--- src/rtl/bus_arb2_pkg.sv ---
// Shared constants and types for the two-master bus arbiter family.
package bus_arb2_pkg;

    // Width of a master identifier carried through the response ID FIFO.
    localparam int MID_W = 1;

    typedef logic [MID_W-1:0] mid_t;

    localparam mid_t MID_M0 = 1'b0;
    localparam mid_t MID_M1 = 1'b1;

    // last_r resets to master 1 so that master 0 wins the first tie.
    localparam mid_t LAST_RST = MID_M1;

endpackage

--- src/rtl/bus_arb2_id_fifo.sv ---
// Small ID FIFO tracking which master owns each outstanding read.
// Push is ignored when full, pop is ignored when empty.
module bus_arb2_id_fifo #(
    parameter int DEPTH = 4,
    parameter int WIDTH = 1
) (
    input  logic             clk,
    input  logic             rst,
    input  logic             push,
    input  logic [WIDTH-1:0] din,
    input  logic             pop,
    output logic             full,
    output logic             empty,
    output logic [WIDTH-1:0] head
);

    localparam int PTR_W = $clog2(DEPTH);
    localparam logic [PTR_W:0] DEPTH_C = (PTR_W + 1)'(DEPTH);

    logic [WIDTH-1:0] mem_r [DEPTH];
    logic [PTR_W-1:0] wr_ptr_r;
    logic [PTR_W-1:0] rd_ptr_r;
    logic [PTR_W:0]   count_r;
    logic             push_ok_s;
    logic             pop_ok_s;

    assign full      = (count_r == DEPTH_C);
    assign empty     = (count_r == '0);
    assign head      = mem_r[rd_ptr_r];
    assign push_ok_s = push && !full;
    assign pop_ok_s  = pop && !empty;

    // Storage, pointers and occupancy count; pointers wrap naturally at DEPTH.
    always_ff @(posedge clk) begin
        if (rst) begin
            wr_ptr_r <= '0;
            rd_ptr_r <= '0;
            count_r  <= '0;
            for (int i = 0; i < DEPTH; i++) begin
                mem_r[i] <= '0;
            end
        end else begin
            if (push_ok_s) begin
                mem_r[wr_ptr_r] <= din;
                wr_ptr_r        <= wr_ptr_r + PTR_W'(1'b1);
            end
            if (pop_ok_s) begin
                rd_ptr_r <= rd_ptr_r + PTR_W'(1'b1);
            end
            case ({push_ok_s, pop_ok_s})
                2'b10:   count_r <= count_r + (PTR_W + 1)'(1'b1);
                2'b01:   count_r <= count_r - (PTR_W + 1)'(1'b1);
                default: count_r <= count_r;
            endcase
        end
    end

endmodule

--- src/rtl/bus_arb2.sv ---
// Two-master round-robin arbiter onto one slave port. Requests are passed
// through combinationally; read ownership is tracked in an ID FIFO so each
// response is routed back to the master that issued the read.
module bus_arb2
    import bus_arb2_pkg::*;
#(
    parameter int RESP_DEPTH = 4
) (
    input  logic        clk_i,
    input  logic        rst_i,
    input  logic        m0_req_i,
    input  logic        m0_we_i,
    input  logic [31:0] m0_addr_bi,
    input  logic [3:0]  m0_be_bi,
    input  logic [31:0] m0_wdata_bi,
    input  logic        m1_req_i,
    input  logic        m1_we_i,
    input  logic [31:0] m1_addr_bi,
    input  logic [3:0]  m1_be_bi,
    input  logic [31:0] m1_wdata_bi,
    output logic        m0_ack_o,
    output logic        m1_ack_o,
    output logic        m0_resp_o,
    output logic        m1_resp_o,
    output logic [31:0] m0_rdata_bo,
    output logic [31:0] m1_rdata_bo,
    output logic        bus_req_o,
    output logic        bus_we_o,
    output logic [31:0] bus_addr_bo,
    output logic [3:0]  bus_be_bo,
    output logic [31:0] bus_wdata_bo,
    input  logic        bus_ack_i,
    input  logic        bus_resp_i,
    input  logic [31:0] bus_rdata_bi,
    output logic        resp_err_o
);

    mid_t grant_s;
    logic gvalid_s;
    logic sel_req_s;
    logic ack_s;
    logic push_s;
    logic fifo_full_s;
    logic fifo_empty_s;
    mid_t head_s;

    mid_t grant_r;
    logic lock_r;
    mid_t last_r;
    logic resp_err_r;

    // Grant selection: hold a locked grant, otherwise round-robin on ties.
    always_comb begin
        grant_s  = MID_M0;
        gvalid_s = 1'b0;
        if (lock_r) begin
            grant_s  = grant_r;
            gvalid_s = 1'b1;
        end else if (m0_req_i && m1_req_i) begin
            grant_s  = (last_r == MID_M0) ? MID_M1 : MID_M0;
            gvalid_s = 1'b1;
        end else if (m0_req_i) begin
            grant_s  = MID_M0;
            gvalid_s = 1'b1;
        end else if (m1_req_i) begin
            grant_s  = MID_M1;
            gvalid_s = 1'b1;
        end else begin
            grant_s  = MID_M0;
            gvalid_s = 1'b0;
        end
    end

    // Slave request mux; idle cycles present master 0 fields with req low.
    always_comb begin
        sel_req_s    = 1'b0;
        bus_we_o     = 1'b0;
        bus_addr_bo  = 32'h0000_0000;
        bus_be_bo    = 4'h0;
        bus_wdata_bo = 32'h0000_0000;
        if (grant_s == MID_M1) begin
            sel_req_s    = m1_req_i;
            bus_we_o     = m1_we_i;
            bus_addr_bo  = m1_addr_bi;
            bus_be_bo    = m1_be_bi;
            bus_wdata_bo = m1_wdata_bi;
        end else begin
            sel_req_s    = m0_req_i;
            bus_we_o     = m0_we_i;
            bus_addr_bo  = m0_addr_bi;
            bus_be_bo    = m0_be_bi;
            bus_wdata_bo = m0_wdata_bi;
        end
        bus_req_o = gvalid_s && sel_req_s && !fifo_full_s;
    end

    assign ack_s    = bus_ack_i && bus_req_o;
    assign m0_ack_o = ack_s && (grant_s == MID_M0);
    assign m1_ack_o = ack_s && (grant_s == MID_M1);
    assign push_s   = ack_s && !bus_we_o;

    // Responses go to the master at the FIFO head; none when nothing is owed.
    assign m0_resp_o   = bus_resp_i && !fifo_empty_s && (head_s == MID_M0);
    assign m1_resp_o   = bus_resp_i && !fifo_empty_s && (head_s == MID_M1);
    assign m0_rdata_bo = bus_rdata_bi;
    assign m1_rdata_bo = bus_rdata_bi;
    assign resp_err_o  = resp_err_r;

    // Arbitration state: grant lock across back-pressure, round-robin history, error flag.
    always_ff @(posedge clk_i) begin
        if (rst_i) begin
            grant_r    <= MID_M0;
            lock_r     <= 1'b0;
            last_r     <= LAST_RST;
            resp_err_r <= 1'b0;
        end else begin
            if (bus_req_o) begin
                grant_r <= grant_s;
            end
            if (bus_req_o && !bus_ack_i) begin
                lock_r <= 1'b1;
            end else if (ack_s) begin
                lock_r <= 1'b0;
            end
            if (ack_s) begin
                last_r <= grant_s;
            end
            if (bus_resp_i && fifo_empty_s) begin
                resp_err_r <= 1'b1;
            end
        end
    end

    bus_arb2_id_fifo #(
        .DEPTH (RESP_DEPTH),
        .WIDTH (MID_W)
    ) u_id_fifo (
        .clk   (clk_i),
        .rst   (rst_i),
        .push  (push_s),
        .din   (grant_s),
        .pop   (bus_resp_i),
        .full  (fifo_full_s),
        .empty (fifo_empty_s),
        .head  (head_s)
    );

endmodule

--- config.mk ---
export PLATFORM = sky130hd
export DESIGN_NAME = bus_arb2
export DESIGN_NICKNAME = d
export VERILOG_FILES = /design/src/rtl/bus_arb2_pkg.sv /design/src/rtl/bus_arb2_id_fifo.sv /design/src/rtl/bus_arb2.sv
export SDC_FILE = /design/constraint.sdc
export NUM_CORES = 1
export LEC_CHECK = 0
export ABC_CLOCK_PERIOD_IN_PS = 6700
export BUFFER_PORTS_ARGS = -buffer_cell sky130_fd_sc_hd__clkbuf_2
export CAP_MARGIN = 20
export CORE_AREA = 2 2 123 125
export CTS_BUF_LIST = sky130_fd_sc_hd__clkbuf_16
export DETAILED_ROUTE_END_ITERATION = 6
export DIE_AREA = 0 0 125 127
export GPL_TIMING_DRIVEN = 0
export PLACE_DENSITY = 0.54
export SLEW_MARGIN = 20
export SYNTH_ARGS = -nofsm -noshare
export SYNTH_HDL_FRONTEND = slang
export SYNTH_SLANG_ARGS = --single-unit
--- constraint.sdc ---
create_clock -name clk_i -period 6.7 [get_ports clk_i]
set_input_delay 0 -clock clk_i [delete_from_list [all_inputs] [get_ports clk_i]]
set_output_delay 0 -clock clk_i [all_outputs]
set_load 0.02 [all_outputs]
**Yosys cells after proc, flatten, opt, wreduce, memory -nomap -nowiden**

Memories as Yosys holds them, arrays and structs flattened. A register that Yosys moved wholly into a read port is not among the register bits.
Cells that the tools add are included.

- Output and inout port bits: 139
- RAM bits: 4
- Memories kept: 1
- Logic and storage cells: 64
- Register bits after elaboration: 11
- Bits of input ports: 176

Memory list:

| memory | words | width | read ports | clocked after Yosys merged registers in | write ports | RTL line | source |
|---|---|---|---|---|---|---|---|
| u_id_fifo.mem_r | 4 | 1 | 1 | 1 | 4 | bus_arb2_id_fifo.sv:20 | `logic [WIDTH-1:0] mem_r [DEPTH];` |

- Multiplexer cells: 26
- Add/sub/neg operators: 4
- Reductions and logical operators: 21
- Bitwise logic cells: 2
- Equality and inequality tests: 3

Operators with widths:

| cell | number |
|---|---|
| 2-to-1 mux 32 bit | 2 |
| 2-to-1 mux 1 bit | 19 |
| logical AND 1 bit | 13 |
| 2-to-1 mux 2 bit | 3 |
| one-hot mux 3 bit (2 select lines) | 1 |
| adder 2 x 1 -> 2 bit (second input constant) | 2 |
| logical NOT 1 bit | 4 |
| 2-to-1 mux 4 bit | 1 |
| nonzero test 2 bit | 2 |
| adder 3 x 1 -> 3 bit (second input constant) | 1 |
| == test 3 bit (second input constant) | 1 |
| logical NOT 3 bit | 1 |
| subtractor 3 x 1 -> 3 bit (second input constant) | 1 |
| == test 2 x 1 -> 1 bit (second input constant) | 1 |
| == test 2 bit (second input constant) | 1 |
| NOT 1 bit | 2 |
| OR reduction 1 bit | 1 |

**Logic depth before layout (Yosys ltp)**

- Word-level depth: 15
- Gate-level depth with buffers: 11
- Depth with buffers taken out: 10

**Modules after synthesis**

A second synthesis with hierarchy kept.

- Cell total of the unflattened synthesis: 233
- Area, all modules: 2242.2 µm²

By module, submodules not included:

| module | seq. area each (µm²) | instances | area each (µm²) | cells each |
|---|---|---|---|---|
| bus_arb2 | 80.1 | 1 | 1621.6 | 172 |
| bus_arb2_id_fifo | 300.3 | 1 | 620.6 | 61 |

**Least setup slack after synthesis**

OpenSTA, ideal clock, no wires.

- Kind: reg-to-reg
- Start point: register u_id_fifo.count_r[2]
- End point: register u_id_fifo.count_r[2]
- Setup slack: 4.218 ns
- Stages on the path, launching flop included: 11
- Library setup time: 0.071 ns
- Required time: 6.629 ns
- Path buffers: 0
- Arrival: 2.411 ns
- Clock period less this slack: 2.482 ns
- Cell sequence: dfxtp_1 -> or3b_4 -> a221oi_4 -> a211oi_4 -> inv_2 -> ha_1 -> inv_1 -> fa_1 -> xor2_1 -> or3_1 -> a21oi_1

- Longest elaborated chain between the ends: 8
- Elaborated cells on any way between the ends: 15
- Classes of those cells: add/sub: 2; eq/ne: 3; mux: 1; reduce/logical: 9

Ends and longest elaborated chain:

| element | RTL line | source |
|---|---|---|
| from (decl) | bus_arb2_id_fifo.sv:23 | `logic [PTR_W:0] count_r;` |
| from (signal assigned) | bus_arb2_id_fifo.sv:51 | `2'b10: count_r <= count_r + (PTR_W + 1)'(1'b1);` |
| from (signal assigned) | bus_arb2_id_fifo.sv:52 | `2'b01: count_r <= count_r - (PTR_W + 1)'(1'b1);` |
| from (signal assigned) | bus_arb2_id_fifo.sv:53 | `default: count_r <= count_r;` |
| == test 3 bit | bus_arb2_id_fifo.sv:27 | `assign full = (count_r == DEPTH_C);` |
| logical NOT 1 bit | bus_arb2_id_fifo.sv:30, bus_arb2.sv:94 |  |
| logical AND 1 bit | bus_arb2.sv:94 | `bus_req_o = gvalid_s && sel_req_s && !fifo_full_s;` |
| logical AND 1 bit | bus_arb2.sv:97 | `assign ack_s = bus_ack_i && bus_req_o;` |
| logical AND 1 bit | bus_arb2.sv:100 | `assign push_s = ack_s && !bus_we_o;` |
| logical AND 1 bit | bus_arb2_id_fifo.sv:30 | `assign push_ok_s = push && !full;` |
| == test 2 x 1 -> 1 bit or == test 2 bit (tied branches) | bus_arb2_id_fifo.sv:50 | `case ({push_ok_s, pop_ok_s})` |
| one-hot mux 3 bit (2 select lines) or nonzero test 2 bit (tied branches) | -- |  |

Several ways; a longest one is shown, not always the timed one.
A chain may end at the register's enable or synchronous reset.

**Worst setup path in the final report**

Same ends and word-level chain as after synthesis.

==> key figures <==
Global routing
  • GRT Util Overall: 11.04%
  • Largest net degree at the start of global routing: 11
  • Initial antenna violation count: 0
  • Grt total ovfl: 0
  • Vias in the first global route: 2825
  • First-pass GRT wire length: 14310 um

Synthesis
  • Yosys reg bits: 17
  • Largest family of logic cells by synthesized area: simple AND/OR/NAND/NOR gates
  • Simple-Gate Fraction of Synth Area: 41.93%
  • Synth async-reset ratio: 0%
  • Post-synth EDFFs: 4
  • Yosys warns: 0
  • Mapped Avg Cell Area: 6.016 sq um
  • Mapped Cells: 375
  • Xor/xnor share of the synthesized area: 1.553%
  • Post-synthesis sequential area ratio: 16.86%
  • Synth Flop Type: dfxtp_1
  • Yosys cell types: 41
  • Mux cell area share after synthesis: 2.829%
  • Synthesized Nets: 553
  • Synth Area in Compound Gates: 9.207%
  • Cell Area, Synth: 0.002256 sq mm
  • Synth Area in Adders: 1.442%

Clock tree
  • # Post-CTS Setup Buffers: 0
  • H-tree levels: 1
  • Clock sink total: 17
  • CTS resizes: 0
  • Clock-pin slew on the worst setup and hold paths: 0.05 ns
  • TritonCTS clock tree: built
  • Clk Latency, worst-skew pair: 0.25 ns
  • Clk root buf: clkbuf_16
  • Total CTS buffers: 3
  • Hold buffer count at cts: 0
  • Max Root-Sink Buffers: 2

Pwr
  • Peak supply drop: 0.08850 mV
  • Switching share of power: 48.28%
  • Pint: 0.4039 mW
  • Static Leak: 2.532 nW
  • Sequential fraction of design power: 18.2%
  • PwrDens: 196.6 mW/mm^2
  • NetSw: 0.3769 mW
  • Total Power: 0.7808 mW
  • Clk pwr share: 15.1%
  • Share of power burned in combinational logic: 66.7%

Worst setup path
  • Worst endpoint required time: 6.88 ns
  • Slowest cell on crit path: or3b_4
  • Reg2Reg Capture Point: u_id_fifo.count_r[2]
  • Worst Setup End Kind: flop
  • Worst R2R Setup Slack: 4.05 ns
  • Critical Path Start Type: flop
  • Crit Path Class: flop to flop
  • WP data arrival: 2.83 ns
  • Worst path cell trace: or3b_4 -> a221oi_4 -> a211oi_4 -> inv_2 -> ha_1 -> inv_1 -> fa_1 -> xor2_1 -> or3_1 -> a21oi_1
  • Crit-path max cell delay: 0.46 ns
  • CP max FO: 5
  • Critical Path Sink: u_id_fifo.count_r[2]
  • Depth of the most critical reg-to-reg path: 10
  • R2r startpoint: u_id_fifo.count_r[2]
  • Worst setup path startpoint: u_id_fifo.count_r[2]

STA
  • Max Clk Rate: 377.5 MHz
  • Clock Skew: 0.0006442 ns
  • Final period util: 39.54%
  • Hold Fails Final Rpt: 0
  • RSZ-0062 raised after global routing: no
  • Endpoints failing setup: 0
  • Slew HR: 57.93%
  • Final setup TNS: 0 ns
  • Actual slew at the worst max-slew pin: 0.6311 ns
  • Min Tclk post-route: 2.649 ns
  • Final Max Tran Viols: 0
  • WHS: 0.01653 ns

Min path
  • Hold Path Class: input pin to flop
  • HP Start: bus_resp_i
  • Hold path depth: 3

Drt
  • Routed via count: 3167
  • Total Routed Length: 9954 um
  • DRC Markers: 0
  • Routed Antenna Nets: 0
  • TritonRoute pass-1 iters: 4
  • Initial drt markers: 57
  • Routed length per instance: 11.79 um
  • Vias/cell: 3.752

Place
  • HPWL after detailed placement: 8743 um
  • GPL Wtd Cong: 0.7663
  • DP Cell Count: 840
  • I/O Buffers: 281

Floorplan
  • I/O Pins: 315
  • Die ar.: 0.01588 sq mm
  • Die extent in y: 127 um
  • Die width: 125 um
  • Core ar.: 0.01442 sq mm
  • Std-Cell Rows: 44
  • Initial Utilization: 15.64%

Status
  • Status: finished, final reports clean

Final layout
  • Commonest cells after routing, fill and taps aside: clkbuf_2 (281), nand2_1 (207), buf_4 (64)
  • Ant. Diodes: 0
  • Final cell count without fillers: 844
  • Commonest non-fill, non-tap cell in the layout: clkbuf_2
  • Fin nets: 839
  • Layout cells sized above 1: 55.61%
  • Area Overhead vs Synth: 76.04%

Run
  • Max_cap viols: 0
[power by group through the flow]
stage	Sequential, mW	Combinational [mW]	Clock, mW
finish	0.142	0.521	0.118
global route	0.145	0.572	0.126
CTS	0.142	0.530	0.120
detailed placement	0.144	0.527	0
global placement	0.144	0.526	0
floorplan	0.142	0.343	0
[cell type report]
cell class	count	area (sq um)
clock buffers	3	75.07
clock inverters	1	3.754
inverters	8	30.03
plain buffers	81	560.5
multi-input cells	269	1285
flip-flops and latches	17	380.4
repair buffers	281	1406
fillers	1689	10450
well taps	184	230.2
[metal layers]
metal	wire [um]	vias up	share of wire [%]	GRT usage, %
met4	56	0	0.56	1.895
met1	4329	1327	43	14.73
met2	4843	169	49	19.15
met5	0	-	0	0
met3	725	5	7.3	1.717
li1	-	1666	-	-
[cells by family (layout without fill, tap and decap cells)]
| kind of cell | count (synthesis) | after routing |
|---|---|---|
| and+or+nand+nor | 240 | 240 |
| buffers and inverters | 89 | 374 |
| AOI/OAI and AO/OA | 19 | 19 |
| DFF | 17 | 17 |
| xor gates and xnor gates | 4 | 4 |
| muxes | 4 | 4 |
| adders and majority gates | 2 | 2 |
[critical path: cells and delay by family, from the launching register on]
family          cells  cell delay [ns]
simple gates        2             0.76
compound gates      3             0.57
flops               1             0.37
buf+inv             2             0.17
fa+ha+maj           2             0.55
xor+xnor            1             0.16
[worst min-delay path by stage]
| stage | endpoint | slack (ns) |
|---|---|---|
| after floorplan | m0_rdata_bo[0] | 0.11 |
| after global placement | m1_rdata_bo[15] | 0.22 |
| after detailed placement | m0_rdata_bo[9] | 0.22 |
| after CTS | resp_err_o | 0.02 |
| after global routing | resp_err_o | 0.04 |
| final | resp_err_o | 0.02 |
[metrics by stage]
| stage | setup WS [ns] | util (%) | instance area [sq um] |
|---|---|---|---|
| floorplan | 4.218 | - | 2256 |
| global placement | 4.082 | 26.99 | 3892 |
| detailed placement | 4.061 | 26.99 | 3892 |
| CTS | 4.040 | 27.53 | 3971 |
| global route | 3.888 | 27.53 | 3971 |
| finish | 4.051 | 27.53 | 3971 |
[Yosys cell counts, drive strengths merged, types with 3 or more instances]
master	number	area [sq um]
nor3	4	20.02
dfxtp	13	260.3
mux2	3	41.29
clkbuf	9	33.78
a21oi	4	23.77
nor2	15	56.30
edfxtp	4	120.1
buf	72	526.8
a21o	3	22.52
inv	8	30.03
xor2	3	26.28
nand2	208	783.3
Power figures use the tool's default switching activity.
